<file path="src/rtl/sh7604_ibus_arb_if.sv">
// Requester-side and BSC-side signals of the SH7604 internal bus arbiter.
// Latency: none, signal bundle only. Backpressure: the per-requester BUSY lines stall each requester.
// The arbiter uses the slave modport; the requesters and the BSC use the master modport.
interface sh7604_ibus_arb_if;
    logic        C_REQ;
    logic        D_REQ;
    logic        V_REQ;
    logic [31:0] C_A;
    logic [31:0] D_A;
    logic [3:0]  V_A;
    logic [31:0] C_DO;
    logic [31:0] D_DO;
    logic [3:0]  C_BA;
    logic [3:0]  D_BA;
    logic        C_WE;
    logic        D_WE;
    logic        C_LOCK;
    logic        D_LOCK;
    logic        C_BURST;
    logic        D_BURST;
    logic        C_BUSY;
    logic        D_BUSY;
    logic        V_BUSY;
    logic [1:0]  GNT;
    logic        M_REQ;
    logic [31:0] M_A;
    logic [31:0] M_DO;
    logic [3:0]  M_BA;
    logic        M_WE;
    logic        M_LOCK;
    logic        M_BURST;
    logic        M_ACK;

    modport slave (
        input  C_REQ, D_REQ, V_REQ, C_A, D_A, V_A, C_DO, D_DO, C_BA, D_BA,
        input  C_WE, D_WE, C_LOCK, D_LOCK, C_BURST, D_BURST, M_ACK,
        output C_BUSY, D_BUSY, V_BUSY, GNT, M_REQ, M_A, M_DO, M_BA,
        output M_WE, M_LOCK, M_BURST
    );

    modport master (
        output C_REQ, D_REQ, V_REQ, C_A, D_A, V_A, C_DO, D_DO, C_BA, D_BA,
        output C_WE, D_WE, C_LOCK, D_LOCK, C_BURST, D_BURST, M_ACK,
        input  C_BUSY, D_BUSY, V_BUSY, GNT, M_REQ, M_A, M_DO, M_BA,
        input  M_WE, M_LOCK, M_BURST
    );
endinterface

</file>
<file path="src/rtl/sh7604_ibus_arb.sv">
// Fixed-priority (V > D > C) BSC master-port arbiter with a DMA starvation guard and LOCK/BURST hold.
// Latency: a request seen in cycle n is granted in cycle n+1; on release the next owner follows with no bubble.
// Backpressure: every requester's BUSY stays high until the BSC acks that requester's own transfer.
module sh7604_ibus_arb #(
    parameter int DMA_RUN_MAX = 4,
    parameter int BURST_MAX   = 4
) (
    input  logic             CLK,
    input  logic             RST_N,
    input  logic             CE_R,
    input  logic             EN,
    input  logic             RES_N,
    sh7604_ibus_arb_if.slave bus
);

    localparam int RW = $clog2(DMA_RUN_MAX + 1);
    localparam int BW = $clog2(BURST_MAX + 1);
    localparam logic [RW-1:0] RUN_SAT  = RW'(DMA_RUN_MAX);
    localparam logic [BW-1:0] BEAT_SAT = BW'(BURST_MAX);

    typedef enum logic [1:0] {
        IDLE  = 2'd0,
        OWN_C = 2'd1,
        OWN_D = 2'd2,
        OWN_V = 2'd3
    } state_t;

    state_t         state;
    state_t         state_nxt;
    logic [RW-1:0]  run_cnt;
    logic [RW-1:0]  run_nxt;
    logic [BW-1:0]  beat_cnt;
    logic [BW-1:0]  beat_nxt;

    logic own_req;
    logic own_lock;
    logic own_burst;
    logic ack;
    logic keep;
    logic v_cand;
    logic d_cand;
    logic c_cand;

    // When starve is set, a waiting C beats D. V always wins.
    function automatic state_t pick(input logic v, input logic d, input logic c, input logic starve);
        state_t s;
        s = IDLE;
        if (v) begin
            s = OWN_V;
        end else if (d && !(c && starve)) begin
            s = OWN_D;
        end else if (c) begin
            s = OWN_C;
        end
        return s;
    endfunction

    always_comb begin
        own_req   = 1'b0;
        own_lock  = 1'b0;
        own_burst = 1'b0;
        case (state)
            OWN_C: begin
                own_req   = bus.C_REQ;
                own_lock  = bus.C_LOCK;
                own_burst = bus.C_BURST;
            end
            OWN_D: begin
                own_req   = bus.D_REQ;
                own_lock  = bus.D_LOCK;
                own_burst = bus.D_BURST;
            end
            OWN_V: begin
                own_req   = bus.V_REQ;
            end
            default: begin
            end
        endcase
    end

    assign ack  = bus.M_ACK && own_req;
    assign keep = own_lock || (own_burst && (beat_cnt < BEAT_SAT - 1'b1));

    always_comb begin
        run_nxt = run_cnt;
        if (!bus.C_REQ) begin
            run_nxt = '0;
        end else if (ack && state == OWN_C) begin
            run_nxt = '0;
        end else if (ack && state == OWN_D && run_cnt != RUN_SAT) begin
            run_nxt = run_cnt + 1'b1;
        end
    end

    // V and C step aside for another pending requester when they release.
    // D stays eligible: RUN_CNT is what bounds its run against C.
    always_comb begin
        v_cand = bus.V_REQ;
        d_cand = bus.D_REQ;
        c_cand = bus.C_REQ;
        if (state == OWN_V && (bus.D_REQ || bus.C_REQ)) begin
            v_cand = 1'b0;
        end
        if (state == OWN_C && (bus.V_REQ || bus.D_REQ)) begin
            c_cand = 1'b0;
        end
    end

    // An owner without REQ holds a stale zero-bubble re-grant; re-arbitrate at once.
    always_comb begin
        state_nxt = state;
        beat_nxt  = beat_cnt;
        if (state == IDLE || !own_req) begin
            state_nxt = pick(bus.V_REQ, bus.D_REQ, bus.C_REQ, run_cnt == RUN_SAT);
            beat_nxt  = '0;
        end else if (ack) begin
            if (keep) begin
                beat_nxt = (beat_cnt == BEAT_SAT) ? beat_cnt : beat_cnt + 1'b1;
            end else begin
                beat_nxt  = '0;
                state_nxt = pick(v_cand, d_cand, c_cand, run_nxt == RUN_SAT);
            end
        end
    end

    always_ff @(posedge CLK or negedge RST_N) begin
        if (!RST_N) begin
            state    <= IDLE;
            run_cnt  <= '0;
            beat_cnt <= '0;
        end else if (CE_R) begin
            if (!RES_N) begin
                state    <= IDLE;
                run_cnt  <= '0;
                beat_cnt <= '0;
            end else if (EN) begin
                state    <= state_nxt;
                run_cnt  <= run_nxt;
                beat_cnt <= beat_nxt;
            end
        end
    end

    always_comb begin
        bus.GNT     = state;
        bus.M_REQ   = own_req;
        bus.M_A     = '0;
        bus.M_DO    = '0;
        bus.M_BA    = '0;
        bus.M_WE    = 1'b0;
        bus.M_LOCK  = 1'b0;
        bus.M_BURST = 1'b0;
        case (state)
            OWN_C: begin
                bus.M_A     = bus.C_A;
                bus.M_DO    = bus.C_DO;
                bus.M_BA    = bus.C_BA;
                bus.M_WE    = bus.C_WE;
                bus.M_LOCK  = bus.C_LOCK;
                bus.M_BURST = bus.C_BURST;
            end
            OWN_D: begin
                bus.M_A     = bus.D_A;
                bus.M_DO    = bus.D_DO;
                bus.M_BA    = bus.D_BA;
                bus.M_WE    = bus.D_WE;
                bus.M_LOCK  = bus.D_LOCK;
                bus.M_BURST = bus.D_BURST;
            end
            OWN_V: begin
                bus.M_A  = {28'h0, bus.V_A};
                bus.M_BA = 4'b0001;
            end
            default: begin
            end
        endcase
    end

    assign bus.C_BUSY = bus.C_REQ && !(state == OWN_C && bus.M_ACK);
    assign bus.D_BUSY = bus.D_REQ && !(state == OWN_D && bus.M_ACK);
    assign bus.V_BUSY = bus.V_REQ && !(state == OWN_V && bus.M_ACK);

    // An owner that is still waiting for its ack must keep REQ up, unless a soft reset abandons the transfer.
    logic chk_hold;
    assign chk_hold = CE_R && EN && RES_N && (state != IDLE) && own_req && !bus.M_ACK;

    a_owner_req_held: assert property (@(posedge CLK) disable iff (!RST_N)
        $past(chk_hold) |-> (own_req || !RES_N));

endmodule
</file>
<file path="src/flat_wrapper.sv">
// flat-port wrapper written by rule: the top's interface ports become plain ports
module sh7604_ibus_arb_flat 
#(
    parameter int DMA_RUN_MAX = 4,
    parameter int BURST_MAX   = 4
)
  (CLK, RST_N, CE_R, EN, RES_N, bus_C_REQ, bus_D_REQ, bus_V_REQ, bus_C_A, bus_D_A, bus_V_A, bus_C_DO, bus_D_DO, bus_C_BA, bus_D_BA, bus_C_WE, bus_D_WE, bus_C_LOCK, bus_D_LOCK, bus_C_BURST, bus_D_BURST, bus_M_ACK, bus_C_BUSY, bus_D_BUSY, bus_V_BUSY, bus_GNT, bus_M_REQ, bus_M_A, bus_M_DO, bus_M_BA, bus_M_WE, bus_M_LOCK, bus_M_BURST);
  sh7604_ibus_arb_if bus_i ();
  input  logic CLK;
  input  logic RST_N;
  input  logic CE_R;
  input  logic EN;
  input  logic RES_N;
  input wire logic [$bits(bus_i.C_REQ)-1:0] bus_C_REQ;
  input wire logic [$bits(bus_i.D_REQ)-1:0] bus_D_REQ;
  input wire logic [$bits(bus_i.V_REQ)-1:0] bus_V_REQ;
  input wire logic [$bits(bus_i.C_A)-1:0] bus_C_A;
  input wire logic [$bits(bus_i.D_A)-1:0] bus_D_A;
  input wire logic [$bits(bus_i.V_A)-1:0] bus_V_A;
  input wire logic [$bits(bus_i.C_DO)-1:0] bus_C_DO;
  input wire logic [$bits(bus_i.D_DO)-1:0] bus_D_DO;
  input wire logic [$bits(bus_i.C_BA)-1:0] bus_C_BA;
  input wire logic [$bits(bus_i.D_BA)-1:0] bus_D_BA;
  input wire logic [$bits(bus_i.C_WE)-1:0] bus_C_WE;
  input wire logic [$bits(bus_i.D_WE)-1:0] bus_D_WE;
  input wire logic [$bits(bus_i.C_LOCK)-1:0] bus_C_LOCK;
  input wire logic [$bits(bus_i.D_LOCK)-1:0] bus_D_LOCK;
  input wire logic [$bits(bus_i.C_BURST)-1:0] bus_C_BURST;
  input wire logic [$bits(bus_i.D_BURST)-1:0] bus_D_BURST;
  input wire logic [$bits(bus_i.M_ACK)-1:0] bus_M_ACK;
  output wire logic [$bits(bus_i.C_BUSY)-1:0] bus_C_BUSY;
  output wire logic [$bits(bus_i.D_BUSY)-1:0] bus_D_BUSY;
  output wire logic [$bits(bus_i.V_BUSY)-1:0] bus_V_BUSY;
  output wire logic [$bits(bus_i.GNT)-1:0] bus_GNT;
  output wire logic [$bits(bus_i.M_REQ)-1:0] bus_M_REQ;
  output wire logic [$bits(bus_i.M_A)-1:0] bus_M_A;
  output wire logic [$bits(bus_i.M_DO)-1:0] bus_M_DO;
  output wire logic [$bits(bus_i.M_BA)-1:0] bus_M_BA;
  output wire logic [$bits(bus_i.M_WE)-1:0] bus_M_WE;
  output wire logic [$bits(bus_i.M_LOCK)-1:0] bus_M_LOCK;
  output wire logic [$bits(bus_i.M_BURST)-1:0] bus_M_BURST;
  assign bus_i.C_REQ = bus_C_REQ;
  assign bus_i.D_REQ = bus_D_REQ;
  assign bus_i.V_REQ = bus_V_REQ;
  assign bus_i.C_A = bus_C_A;
  assign bus_i.D_A = bus_D_A;
  assign bus_i.V_A = bus_V_A;
  assign bus_i.C_DO = bus_C_DO;
  assign bus_i.D_DO = bus_D_DO;
  assign bus_i.C_BA = bus_C_BA;
  assign bus_i.D_BA = bus_D_BA;
  assign bus_i.C_WE = bus_C_WE;
  assign bus_i.D_WE = bus_D_WE;
  assign bus_i.C_LOCK = bus_C_LOCK;
  assign bus_i.D_LOCK = bus_D_LOCK;
  assign bus_i.C_BURST = bus_C_BURST;
  assign bus_i.D_BURST = bus_D_BURST;
  assign bus_i.M_ACK = bus_M_ACK;
  assign bus_C_BUSY = bus_i.C_BUSY;
  assign bus_D_BUSY = bus_i.D_BUSY;
  assign bus_V_BUSY = bus_i.V_BUSY;
  assign bus_GNT = bus_i.GNT;
  assign bus_M_REQ = bus_i.M_REQ;
  assign bus_M_A = bus_i.M_A;
  assign bus_M_DO = bus_i.M_DO;
  assign bus_M_BA = bus_i.M_BA;
  assign bus_M_WE = bus_i.M_WE;
  assign bus_M_LOCK = bus_i.M_LOCK;
  assign bus_M_BURST = bus_i.M_BURST;
  sh7604_ibus_arb #(.DMA_RUN_MAX(DMA_RUN_MAX), .BURST_MAX(BURST_MAX)) u_core (.CLK(CLK), .RST_N(RST_N), .CE_R(CE_R), .EN(EN), .RES_N(RES_N), .bus(bus_i));
endmodule
</file>
<file path="config.mk">
export PLATFORM = sky130hd
export DESIGN_NAME = sh7604_ibus_arb_flat
export DESIGN_NICKNAME = d
export VERILOG_FILES = /design/src/rtl/sh7604_ibus_arb_if.sv /design/src/rtl/sh7604_ibus_arb.sv /design/src/flat_wrapper.sv
export SDC_FILE = /design/constraint.sdc
export NUM_CORES = 1
export LEC_CHECK = 0
export BUFFER_PORTS_ARGS = -buffer_cell sky130_fd_sc_hd__buf_2
export CORE_AREA = 2 2 91 93
export DETAILED_ROUTE_END_ITERATION = 10
export DIE_AREA = 0 0 93 95
export PLACE_DENSITY = 0.72
export SYNTH_ARGS = -nofsm -noshare
export SYNTH_HDL_FRONTEND = slang
export SYNTH_SLANG_ARGS = --single-unit
</file>
<file path="constraint.sdc">
create_clock -name CLK -period 4.2 [get_ports CLK]
set_input_delay 0.21 -clock CLK [delete_from_list [all_inputs] [get_ports CLK]]
set_output_delay 0.21 -clock CLK [all_outputs]
set_load 0.01 [all_outputs]
</file>
==> run_results.csv <==
group,metric,value,unit
synth,post-synth-top-count-cell,"nor2_1",
pwr,clock_power_share,9.6,%
detailed_routing,wirelength,9370,µm
placed_design,portBuffers,231,
detailed_routing,routed-via-count,2983,
cts,clock_latency,0.24,ns
synth,ys_seq_area_share,11.7,%
finish,filler_cell_count,864,
timing,max_freq,325,MHz
detailed_routing,drtPass1Iterations,7,
die,chipHeight,95,µm
finish,nNetsFinal,644,
cts,clock_tree.buffer_depth,2,
hold_path,holdPathEnd,"u_core.run_cnt[2]",
detailed_routing,via_per_inst,5.11,
hold_path,holdCritPathClass,"in2reg",
critical_path,cpMaxStageDelayCell,"ha_2",
synth,synth.area.top_cells,"a22oi_1 (29%), nor2_1 (16%), dfrtp_1 (12%)",
timing,slew_headroom,38.9,%
pwr,switching_share,53.9,%
placed_design,place_area,2940,µm²
critical_path,critical_path_buf_inv_count,2,
detailed_routing,antenna_violating_nets_post_route,0,
cts,cts_made_buffers,3,
critical_path,worst_setup_path_end_kind,"flip-flop",
pwr,power_per_cell_area,341,nW/µm²
detailed_routing,drt-wirelength-per-cell,16.0,µm
placed_design,place_congestion,0.901,
pwr,ir_drop,0.114,mV
timing,post_route_setup_tns,0,ns
cts,cts_hold_buffers,1,
die,design.portCount,232,
flow_run,max_cap_violations,0,
pwr,static-leakage-power,0.00168,µW
synth,synth_top_flop_cell,"dfrtp_1",
synth,synthCells,264,
cts,post_cts.resized_instances,0,
cts,number_of_h_tree_levels,1,
pwr,cellInternalPower,470,µW
critical_path,critical-path-top-delay-family,"adder cells",
synth,synth.cell_area,1720,µm²
pwr,p_switching,550,µW
critical_path,startpoint_class,"flip-flop",
critical_path,worstReg2RegStart,"u_core.bus.GNT[0]",
synth,post_synthesis_cell_type_count,45,
global_route,grt_antenna_before_repair,2,
critical_path,critical_path_rt,4.32,ns
global_route,first_global_vias,2571,
global_route,grt_overflow_total,0,
finish,post_route_cells_drive_above_1_share,51.7,%
synth,synth_area_per_cell,6.51,µm²
finish,multi_input_gate_area,1380,µm²
hold_path,min-delay-start,"CE_R",
synth,synthArstFlopShare,100,%
pwr,sequential_power_share,8.7,%
cts,cts.clk_slew.worst_paths,0.05,ns
finish,area.sequential,200,µm²
synth,synth.yosys.warnings,0,
placed_design,dp.final_hpwl,7620,µm
critical_path,worst-setup-path-type,"reg2reg",
global_route,grt_first_pass_wirelength,12900,µm
die,dieArea,8840,µm²
critical_path,worstSetupPathDepth,8,
cts,cts_tree,"done",
timing,worstMarginPinSlew,0.907,ns
die,effective_utilization_at_floorplan,21.7,%
global_route,globalRouteTotalUtil,18.4,%
timing,clock-skew-final,0.00330,ns
cts,post_cts.repair.setup_buffers,0,
hold_path,worst_hold_stages,2,
timing,final_period_minus_worst_setup_slack,3.07,ns
critical_path,timing.reg2reg.setup_slack,1.13,ns
pwr,p_comb_share,81.7,%
cts,clock_sink_count,8,
timing,rsz_0062_raised_after_global_routing,"false",
timing,pins_over_their_slew_limit,0,
critical_path,timing.critical_path.arrival,3.19,ns
cts,cts.root.buffer_cell,"clkbuf_8",
critical_path,r2r.worst_path.cells,8,
die,fp-row-count,33,
timing,finalSetupViolations,0,
synth,synth_edf_count,0,
detailed_routing,detail_route.drc_violations,0,
detailed_routing,initialDrtViolationCount,156,
die,coreArea,7930,µm²
outcome,run_status,"finished clean",
synth,ys_seq_elements,8,
critical_path,cpPeakStageDelay,0.70,ns
timing,final_cycle_share,73.2,%
synth,area_share_of_the_leading_cell_type_in_the_synthesized_netlist,28.8,%
critical_path,timing.critical_path.cells,"inv_1 > ha_2 > buf_4 > nand2_1 > nor4_1 > mux2i_1 > nand4b_1 > a211o_1",
finish,area.growth.synth_to_final,74.1,%
synth,synthDominantAreaCellType,"a22oi_1",
timing,final_hold_viol_count,0,
synth,netlist_top_cells_count,"nor2_1 (72), a22oi_1 (66), clkbuf_1 (18)",
synth,mappedNetlistNets,428,
global_route,grt_max_degree,40,
critical_path,critical_path.max_fanout,39,
finish,final_area,2990,µm²
die,die_w,93,µm
critical_path,reg2reg_capture_point,"u_core.bus.GNT[1]",
registers in the layout, summed over array words and instances (netlist names):
| signal | cells |
|---|---|
| u_core.beat_cnt | 3 |
| u_core.run_cnt | 3 |
| u_core.bus.GNT | 2 |
worst max-delay path by stage:
stage	start	end	slack [ns]
floorplan	u_core.bus.GNT[1]	u_core.bus.GNT[1]	1.98
global placement	u_core.bus.GNT[0]	u_core.bus.GNT[1]	1.29
detailed placement	u_core.bus.GNT[0]	u_core.bus.GNT[1]	1.15
CTS	u_core.bus.GNT[0]	u_core.bus.GNT[1]	1.13
global route	u_core.bus.GNT[0]	u_core.bus.GNT[1]	0.90
finish	u_core.bus.GNT[0]	u_core.bus.GNT[1]	1.13
per-layer routing:
metal	up-vias	GRT usage, %	wire, µm
met2	182	31.2	4350
met5	-	0	13
met4	2	3.31	88
li1	1426	-	-
met3	14	6.30	1060
met1	1359	23.0	3850
cell usage in the layout, fill, tap and decap left out, drive strengths merged, types with 2 or more instances in the layout:
cell type,count
nand4b,2
nand2b,2
inv,11
o211ai,2
nand2,8
a22oi,66
clkbuf,3
a21oi,5
and2,4
ha,9
o21a,2
dfrtp,8
a211oi,2
buf,235
o21ai,7
a211o,2
a21boi,2
a31oi,4
nor2,72
and3,6
nor3,2
o31ai,2
a222oi,5
cell type report:
| type | instances | share of cell area (%) |
|---|---|---|
| sequential | 8 | 6.69 |
| clock buffer | 3 | 1.38 |
| multi-input combinational | 219 | 46.0 |
| antenna | 1 | 0.0836 |
| tap | 105 | 4.39 |
| timing repair buffer | 236 | 40.0 |
| inverter | 12 | 1.51 |
cell families after synthesis:
family / share of synthesized area, %
muxes: 1.24
buffers and inverters: 8.59
and+or+nand+nor: 25.8
adders and majority gates: 6.56
AOI/OAI and AO/OA: 46.2
DFF: 11.7
per-stage QoR:
step	power [µW]	setup WS (ns)	utilization, %	hold slack (ns)	instances
2_1_floorplan	584	1.98	-	-0.0856	264
3_3_place_gp	913	1.29	37.1	0.0641	579
3_5_place_dp	923	1.15	37.1	0.0702	579
4_1_cts	1030	1.13	37.7	0.218	583
5_1_grt	1110	0.900	37.7	0.229	583
6_report	1020	1.13	37.7	0.216	584
power by group through the flow:
| stage | logic, µW | clock network (µW) | registers, µW |
|---|---|---|---|
| global route | 918 | 103 | 89.6 |
| finish | 833 | 98.4 | 88.8 |
| CTS | 839 | 98.6 | 88.9 |
| global placement | 824 | 0 | 88.9 |
| floorplan | 493 | 0 | 91.0 |
| detailed placement | 833 | 0 | 90.0 |
No activity file was read; power rests on OpenSTA's default activity.
